## config.mk

```make
export PLATFORM = sky130hd
export DESIGN_NAME = register_file_fwd
export DESIGN_NICKNAME = d
export VERILOG_FILES = /design/src/rtl/rf_pkg.sv /design/src/rtl/rf_fwd_sel.sv /design/src/rtl/register_file_fwd.sv
export SDC_FILE = /design/constraint.sdc
export NUM_CORES = 1
export LEC_CHECK = 0
export ABC_AREA = 1
export BUFFER_PORTS_ARGS = -buffer_cell sky130_fd_sc_hd__buf_2
export CORE_MARGIN = 2
export CORE_UTILIZATION = 25
export CTS_BUF_LIST = sky130_fd_sc_hd__clkbuf_4
export CTS_CLUSTER_DIAMETER = 50
export DETAILED_ROUTE_END_ITERATION = 7
export GPL_ROUTABILITY_DRIVEN = 0
export PLACE_DENSITY = 0.49
export RECOVER_POWER = 50
export SLEW_MARGIN = 20
export SYNTH_ARGS = -nofsm -noshare
export SYNTH_HDL_FRONTEND = slang
export SYNTH_HIERARCHICAL = 1
export SYNTH_SLANG_ARGS = --single-unit
export TNS_END_PERCENT = 5
```

## constraint.sdc

```tcl
create_clock -name clk -period 5.65 [get_ports clk]
set_input_delay 0.2825 -clock clk [delete_from_list [all_inputs] [get_ports clk]]
set_output_delay 0.2825 -clock clk [all_outputs]
set_load 0.02 [all_outputs]
```

## src/rtl/rf_pkg.sv

```systemverilog
`default_nettype none
// ============================================================================
// Module      : rf_pkg
// Description : Shared defaults and forwarding-source encoding for the
//               forwarding register file.
// Revision    : 1.0 - initial release
// ============================================================================
package rf_pkg;

    localparam int c_DEF_DATA_W = 16;
    localparam int c_DEF_ADDR_W = 5;

    typedef enum logic [1:0] {
        FWD_BANK = 2'd0,
        FWD_EX   = 2'd1,
        FWD_DM   = 2'd2,
        FWD_WB   = 2'd3
    } fwd_sel_e;

endpackage
`default_nettype wire

```

## src/rtl/rf_fwd_sel.sv

```systemverilog
`default_nettype none
// ============================================================================
// Module      : rf_fwd_sel
// Description : Forwarding source select for one source register address.
//               Youngest matching valid tag wins: EX > DM > WB > BANK.
// Revision    : 1.0 - initial release
// ============================================================================
module rf_fwd_sel
    import rf_pkg::*;
#(
    parameter int ADDR_W = c_DEF_ADDR_W
) (
    input  logic [ADDR_W-1:0] i_src,
    input  logic              i_ex_v,
    input  logic [ADDR_W-1:0] i_ex_a,
    input  logic              i_dm_v,
    input  logic [ADDR_W-1:0] i_dm_a,
    input  logic              i_wb_v,
    input  logic [ADDR_W-1:0] i_wb_a,
    output fwd_sel_e          o_sel
);

    always_comb begin
        o_sel = FWD_BANK;
        if (i_ex_v && (i_ex_a == i_src)) begin
            o_sel = FWD_EX;
        end else if (i_dm_v && (i_dm_a == i_src)) begin
            o_sel = FWD_DM;
        end else if (i_wb_v && (i_wb_a == i_src)) begin
            o_sel = FWD_WB;
        end
    end

endmodule
`default_nettype wire

```

## src/rtl/register_file_fwd.sv

```systemverilog
`default_nettype none
// ============================================================================
// Module      : register_file_fwd
// Description : Register bank with EX/DM/WB destination-tag pipeline and
//               forwarding into registered EX operands. Optional macro
//               ZERO_REG_EN makes r0 a hardwired zero.
// Revision    : 1.0 - initial release
// ============================================================================
module register_file_fwd
    import rf_pkg::*;
#(
    parameter int DATA_W = c_DEF_DATA_W,
    parameter int ADDR_W = c_DEF_ADDR_W
) (
    input  logic              clk,
    input  logic              rst_n,
    input  logic              id_valid,
    input  logic              stall,
    input  logic [ADDR_W-1:0] ra,
    input  logic [ADDR_W-1:0] rb,
    input  logic [ADDR_W-1:0] rw,
    input  logic              rw_en,
    input  logic [DATA_W-1:0] imm,
    input  logic              imm_sel,
    input  logic [DATA_W-1:0] ans_ex,
    input  logic [DATA_W-1:0] ans_dm,
    input  logic [DATA_W-1:0] ans_wb,
    output logic [DATA_W-1:0] op_a,
    output logic [DATA_W-1:0] op_b,
    output logic              op_valid,
    output logic [1:0]        fwd_a,
    output logic [1:0]        fwd_b
);

    localparam int c_DEPTH = 2 ** ADDR_W;

    logic              r_ex_v, r_dm_v, r_wb_v;
    logic [ADDR_W-1:0] r_ex_a, r_dm_a, r_wb_a;
    logic [DATA_W-1:0] r_bank [c_DEPTH];

    logic [DATA_W-1:0] r_op_a, r_op_b;
    logic              r_op_valid;
    fwd_sel_e          r_fwd_a, r_fwd_b;

    logic              w_issue;
    logic              w_ex_tag_v;
    logic [DATA_W-1:0] w_bank_a, w_bank_b;
    logic [DATA_W-1:0] w_val_a, w_val_b;
    fwd_sel_e          w_sel_a, w_sel_b;

    assign w_issue = id_valid & ~stall;

`ifdef ZERO_REG_EN
    // r0 tags never become valid, so r0 is neither written nor forwarded
    assign w_ex_tag_v = w_issue & rw_en & (rw != '0);
    assign w_bank_a   = (ra == '0) ? '0 : r_bank[ra];
    assign w_bank_b   = (rb == '0) ? '0 : r_bank[rb];
`else
    assign w_ex_tag_v = w_issue & rw_en;
    assign w_bank_a   = r_bank[ra];
    assign w_bank_b   = r_bank[rb];
`endif

    rf_fwd_sel #(.ADDR_W(ADDR_W)) u_fwd_sel_a (
        .i_src  (ra),
        .i_ex_v (r_ex_v),
        .i_ex_a (r_ex_a),
        .i_dm_v (r_dm_v),
        .i_dm_a (r_dm_a),
        .i_wb_v (r_wb_v),
        .i_wb_a (r_wb_a),
        .o_sel  (w_sel_a)
    );

    rf_fwd_sel #(.ADDR_W(ADDR_W)) u_fwd_sel_b (
        .i_src  (rb),
        .i_ex_v (r_ex_v),
        .i_ex_a (r_ex_a),
        .i_dm_v (r_dm_v),
        .i_dm_a (r_dm_a),
        .i_wb_v (r_wb_v),
        .i_wb_a (r_wb_a),
        .o_sel  (w_sel_b)
    );

    always_comb begin
        w_val_a = w_bank_a;
        case (w_sel_a)
            FWD_EX:  w_val_a = ans_ex;
            FWD_DM:  w_val_a = ans_dm;
            FWD_WB:  w_val_a = ans_wb;
            default: w_val_a = w_bank_a;
        endcase
    end

    always_comb begin
        w_val_b = w_bank_b;
        case (w_sel_b)
            FWD_EX:  w_val_b = ans_ex;
            FWD_DM:  w_val_b = ans_dm;
            FWD_WB:  w_val_b = ans_wb;
            default: w_val_b = w_bank_b;
        endcase
    end

    always_ff @(posedge clk or negedge rst_n) begin
        if (!rst_n) begin
            r_ex_v <= 1'b0;
            r_dm_v <= 1'b0;
            r_wb_v <= 1'b0;
            r_ex_a <= '0;
            r_dm_a <= '0;
            r_wb_a <= '0;
        end else begin
            r_ex_v <= w_ex_tag_v;
            r_ex_a <= rw;
            r_dm_v <= r_ex_v;
            r_dm_a <= r_ex_a;
            r_wb_v <= r_dm_v;
            r_wb_a <= r_dm_a;
        end
    end

    // Bank reads above see pre-write contents; a same-edge WB write is
    // covered by the WB forwarding path.
    always_ff @(posedge clk or negedge rst_n) begin
        if (!rst_n) begin
            for (int i = 0; i < c_DEPTH; i++) begin
                r_bank[i] <= '0;
            end
        end else if (r_wb_v) begin
            r_bank[r_wb_a] <= ans_wb;
        end
    end

    always_ff @(posedge clk or negedge rst_n) begin
        if (!rst_n) begin
            r_op_a     <= '0;
            r_op_b     <= '0;
            r_fwd_a    <= FWD_BANK;
            r_fwd_b    <= FWD_BANK;
            r_op_valid <= 1'b0;
        end else begin
            r_op_valid <= w_issue;
            if (w_issue) begin
                r_op_a  <= w_val_a;
                r_op_b  <= imm_sel ? imm : w_val_b;
                r_fwd_a <= w_sel_a;
                r_fwd_b <= w_sel_b;
            end
        end
    end

    assign op_a     = r_op_a;
    assign op_b     = r_op_b;
    assign op_valid = r_op_valid;
    assign fwd_a    = r_fwd_a;
    assign fwd_b    = r_fwd_b;

endmodule
`default_nettype wire

```

==> results.py <==
metrics = {
    "grt": {
        "grt_pass1_wl_um": 203200,
        "grt_max_degree": 161,
        "first_global_vias": 31584,
        "grt_overflow": 0,
        "antenna_found_initial": 5,
        "grt_use_total_pct": 20.32,
    },
    "clock_network": {
        "post_cts_resize_count": 0,
        "numCtsBuffers": 161,
        "cts.sinks": 567,
        "clk_latency_ns": 1.05,
        "cts_htree_levels": 4,
        "cts_root_buffer": "clkbuf_4",
        "postCtsSetupRepairBufs": 0,
        "clk_pin_slew_ns": 0.06,
        "cts_tree": "yes",
        "max-clock-path-buffers": 3,
    },
    "timing": {
        "finalHoldViolCount": 0,
        "clock_skew_ns": 0.07203,
        "setup_viol": 0,
        "fin_crit_ns": 4.141,
        "maxSlewHeadroom_pct": -73.85,
        "fmax_mhz": 241.5,
        "setup-tns-final_ns": 0,
        "period_share_pct": 73.30,
        "finalMaxSlewViolations": 93,
        "worst_pin_slew_ns": 2.608,
        "rsz0062_at_grt": "no",
        "setup_ws_ns": 1.509,
        "whs_ns": 0.1075,
    },
    "synthesis": {
        "syn_nets": 4734,
        "yosysTopAreaCellShare_pct": 44.63,
        "yosysWarnings": 6,
        "synthTopCellsByArea": "dfrtp_1 (45%), nand2_1 (24%), nand3_1 (13%)",
        "synthDistinctLibCells": 23,
        "postSynth.asyncResetShare_pct": 100.0,
        "synth_area_um2": 31790,
        "synth_ff_type": "dfrtp_1",
        "yosys.area.top_type": "dfrtp_1",
        "yosys_register_bits": 567,
        "synth_edf_count": 0,
        "netlist_instances": 4649,
        "syn_area_per_cell_um2": 6.838,
        "synth-seq-area-share_pct": 44.63,
    },
    "hold_path": {
        "hp-class": "input pin to register",
        "worstHoldEndpoint": "fwd_a[1]$_DFFE_PN0P_",
        "holdPathStages": 7,
        "min-delay-start": "ra[0]",
    },
    "layout": {
        "area_delta_synth_final_pct": 16.14,
        "layout-drive-gt1-share_pct": 10.19,
        "mostFrequentLayoutCells": "nand2_1 (2023), nand3_1 (804), dfrtp_1 (567), o21ai_0 (427), clkbuf_4 (233)",
        "fin_cells": 6531,
        "final_common_cell": "nand2_1",
        "final_nets": 4848,
        "fin_util_pct": 29.33,
        "fin_area_um2": 36920,
    },
    "critical_path": {
        "start_kind": "input pin",
        "ff2ff_setup_slack_ns": 2.02,
        "r2r-end": "op_a[9]$_DFFE_PN0P_",
        "worstRegToRegCells": 12,
        "worstPathRequired_ns": 6.56,
        "timing.rr.start": "r_wb_a[3]$_DFF_PN0_",
        "cp_max_fo": 35,
        "crit_type": "input pin to register",
        "arrival_ns": 5.06,
        "worstSetupEndpointType": "register",
    },
    "placed_design": {
        "dp_cells": 6122,
        "place_ws_ns": 2.423,
        "post-dp-hpwl_um": 75560,
        "place.port_buffers": 121,
        "dpl_cell_area_um2": 33570,
    },
    "status": {
        "status": "complete, but fails checks",
        "violations": "max-capacitance violations, max-slew violations",
    },
    "run": {
        "cap_viol_max_count": 1,
    },
    "power_and_ir_drop": {
        "power_density_nw_per_um2": 299.5,
        "finalPower_mw": 11.06,
        "p_leak_nw": 19.16,
        "ir_drop_mv": 0.1480,
    },
    "routing": {
        "drc": 0,
        "drtPass1Iterations": 6,
        "routedWlPerCell_um": 20.53,
        "initialDrtViolationCount": 3661,
        "vias": 32955,
        "ant_nets": 0,
        "viasPerCell": 5.046,
        "finalWirelength_um": 134100,
    },
    "floorplanning": {
        "coreArea_um2": 125900,
        "fp.dieW_um": 360.6,
        "start_util_pct": 25.25,
        "ios": 122,
        "die_height_um": 360.6,
        "die_area_um2": 130000,
        "rows": 130,
    },
}
==> per-layer routing <==
layer / routed length (um) / up-vias / GRT usage (%)
li1: - / 15423 / -
met1: 58350 / 15862 / 27.54
met2: 60300 / 1390 / 31.80
met3: 9955 / 278 / 3.343
met4: 5486 / 2 / 8.901
met5: 13 / - / 0
==> layout make-up <==
class | instances | area (um^2)
sequential | 567 | 14190
clock inverter | 45 | 326.6
fill | 14014 | 88970
antenna | 3 | 7.507
clock buffer | 233 | 1749
inverter | 115 | 454.2
multi-input combinational | 3589 | 15520
timing repair buffer | 329 | 2609
tap | 1650 | 2064
==> worst max-delay path, stage by stage <==
cell and delay (ns):
dlygate4sd3_1 0.55, clkbuf_1 0.12, nor2_2 0.09, dlygate4sd3_1 0.54
clkbuf_1 0.79, inv_1 0.70, buf_4 0.46, a211oi_1 0.28
dlygate4sd3_1 0.59, a21oi_1 0.06, dlygate4sd3_1 0.55
==> how the worst max path moves through the flow <==
stage	startpoint	to	slack (ns)	cells after the start
after global routing	stall	op_a[13]$_DFFE_PN0P_	1.45	11
after CTS	r_wb_a[3]$_DFF_PN0_	op_a[13]$_DFFE_PN0P_	1.92	14
after global placement	rb[1]	op_b[15]$_DFFE_PN0P_	2.34	15
after detailed placement	ra[0]	op_a[11]$_DFFE_PN0P_	2.42	11
after floorplan	r_wb_a[3]$_DFF_PN0_	op_b[10]$_DFFE_PN0P_	3.67	16
final	stall	op_a[6]$_DFFE_PN0P_	1.51	11
==> state kept, by name, summed over array words and instances (netlist names) <==
name and cells:
r_dm_v 1, op_valid 1, fwd_b 2, op_a 16
r_dm_a 5, r_ex_v 1, r_wb_a 5, r_wb_v 1
op_b 16, fwd_a 2, r_bank 512, r_ex_a 5
==> power breakdown <==
| group | switching, mW | internal (mW) |
|---|---|---|
| Combinational | 1.36 | 0.710 |
| Clock | 1.92 | 2.11 |
| Sequential | 0.410 | 4.54 |
==> timing repair <==
action                                 in CTS  in global routing
endpoints found under the hold margin     830                  0
setup endpoints to repair                   0                  0
hold buffers                              128                  0
==> cells in the mapped netlist, drive strengths merged (2+ instances only) <==
| cell | n |
|---|---|
| a211oi | 32 |
| a21oi | 114 |
| buf | 184 |
| clkbuf | 194 |
| dfrtp | 567 |
| inv | 115 |
| nand2 | 2026 |
| nand3 | 804 |
| nand4 | 2 |
| nor2 | 131 |
| nor3 | 12 |
| o21ai | 435 |
| o22ai | 32 |
==> cell families after synthesis <==
kind of cell	Yosys count	share of synthesized area, %
AOI/OAI and AO/OA	613	10.15
buffers and inverters	493	6.561
and+or+nand+nor	2976	38.66
DFF	567	44.63
No activity file was read; power rests on OpenSTA's default activity.
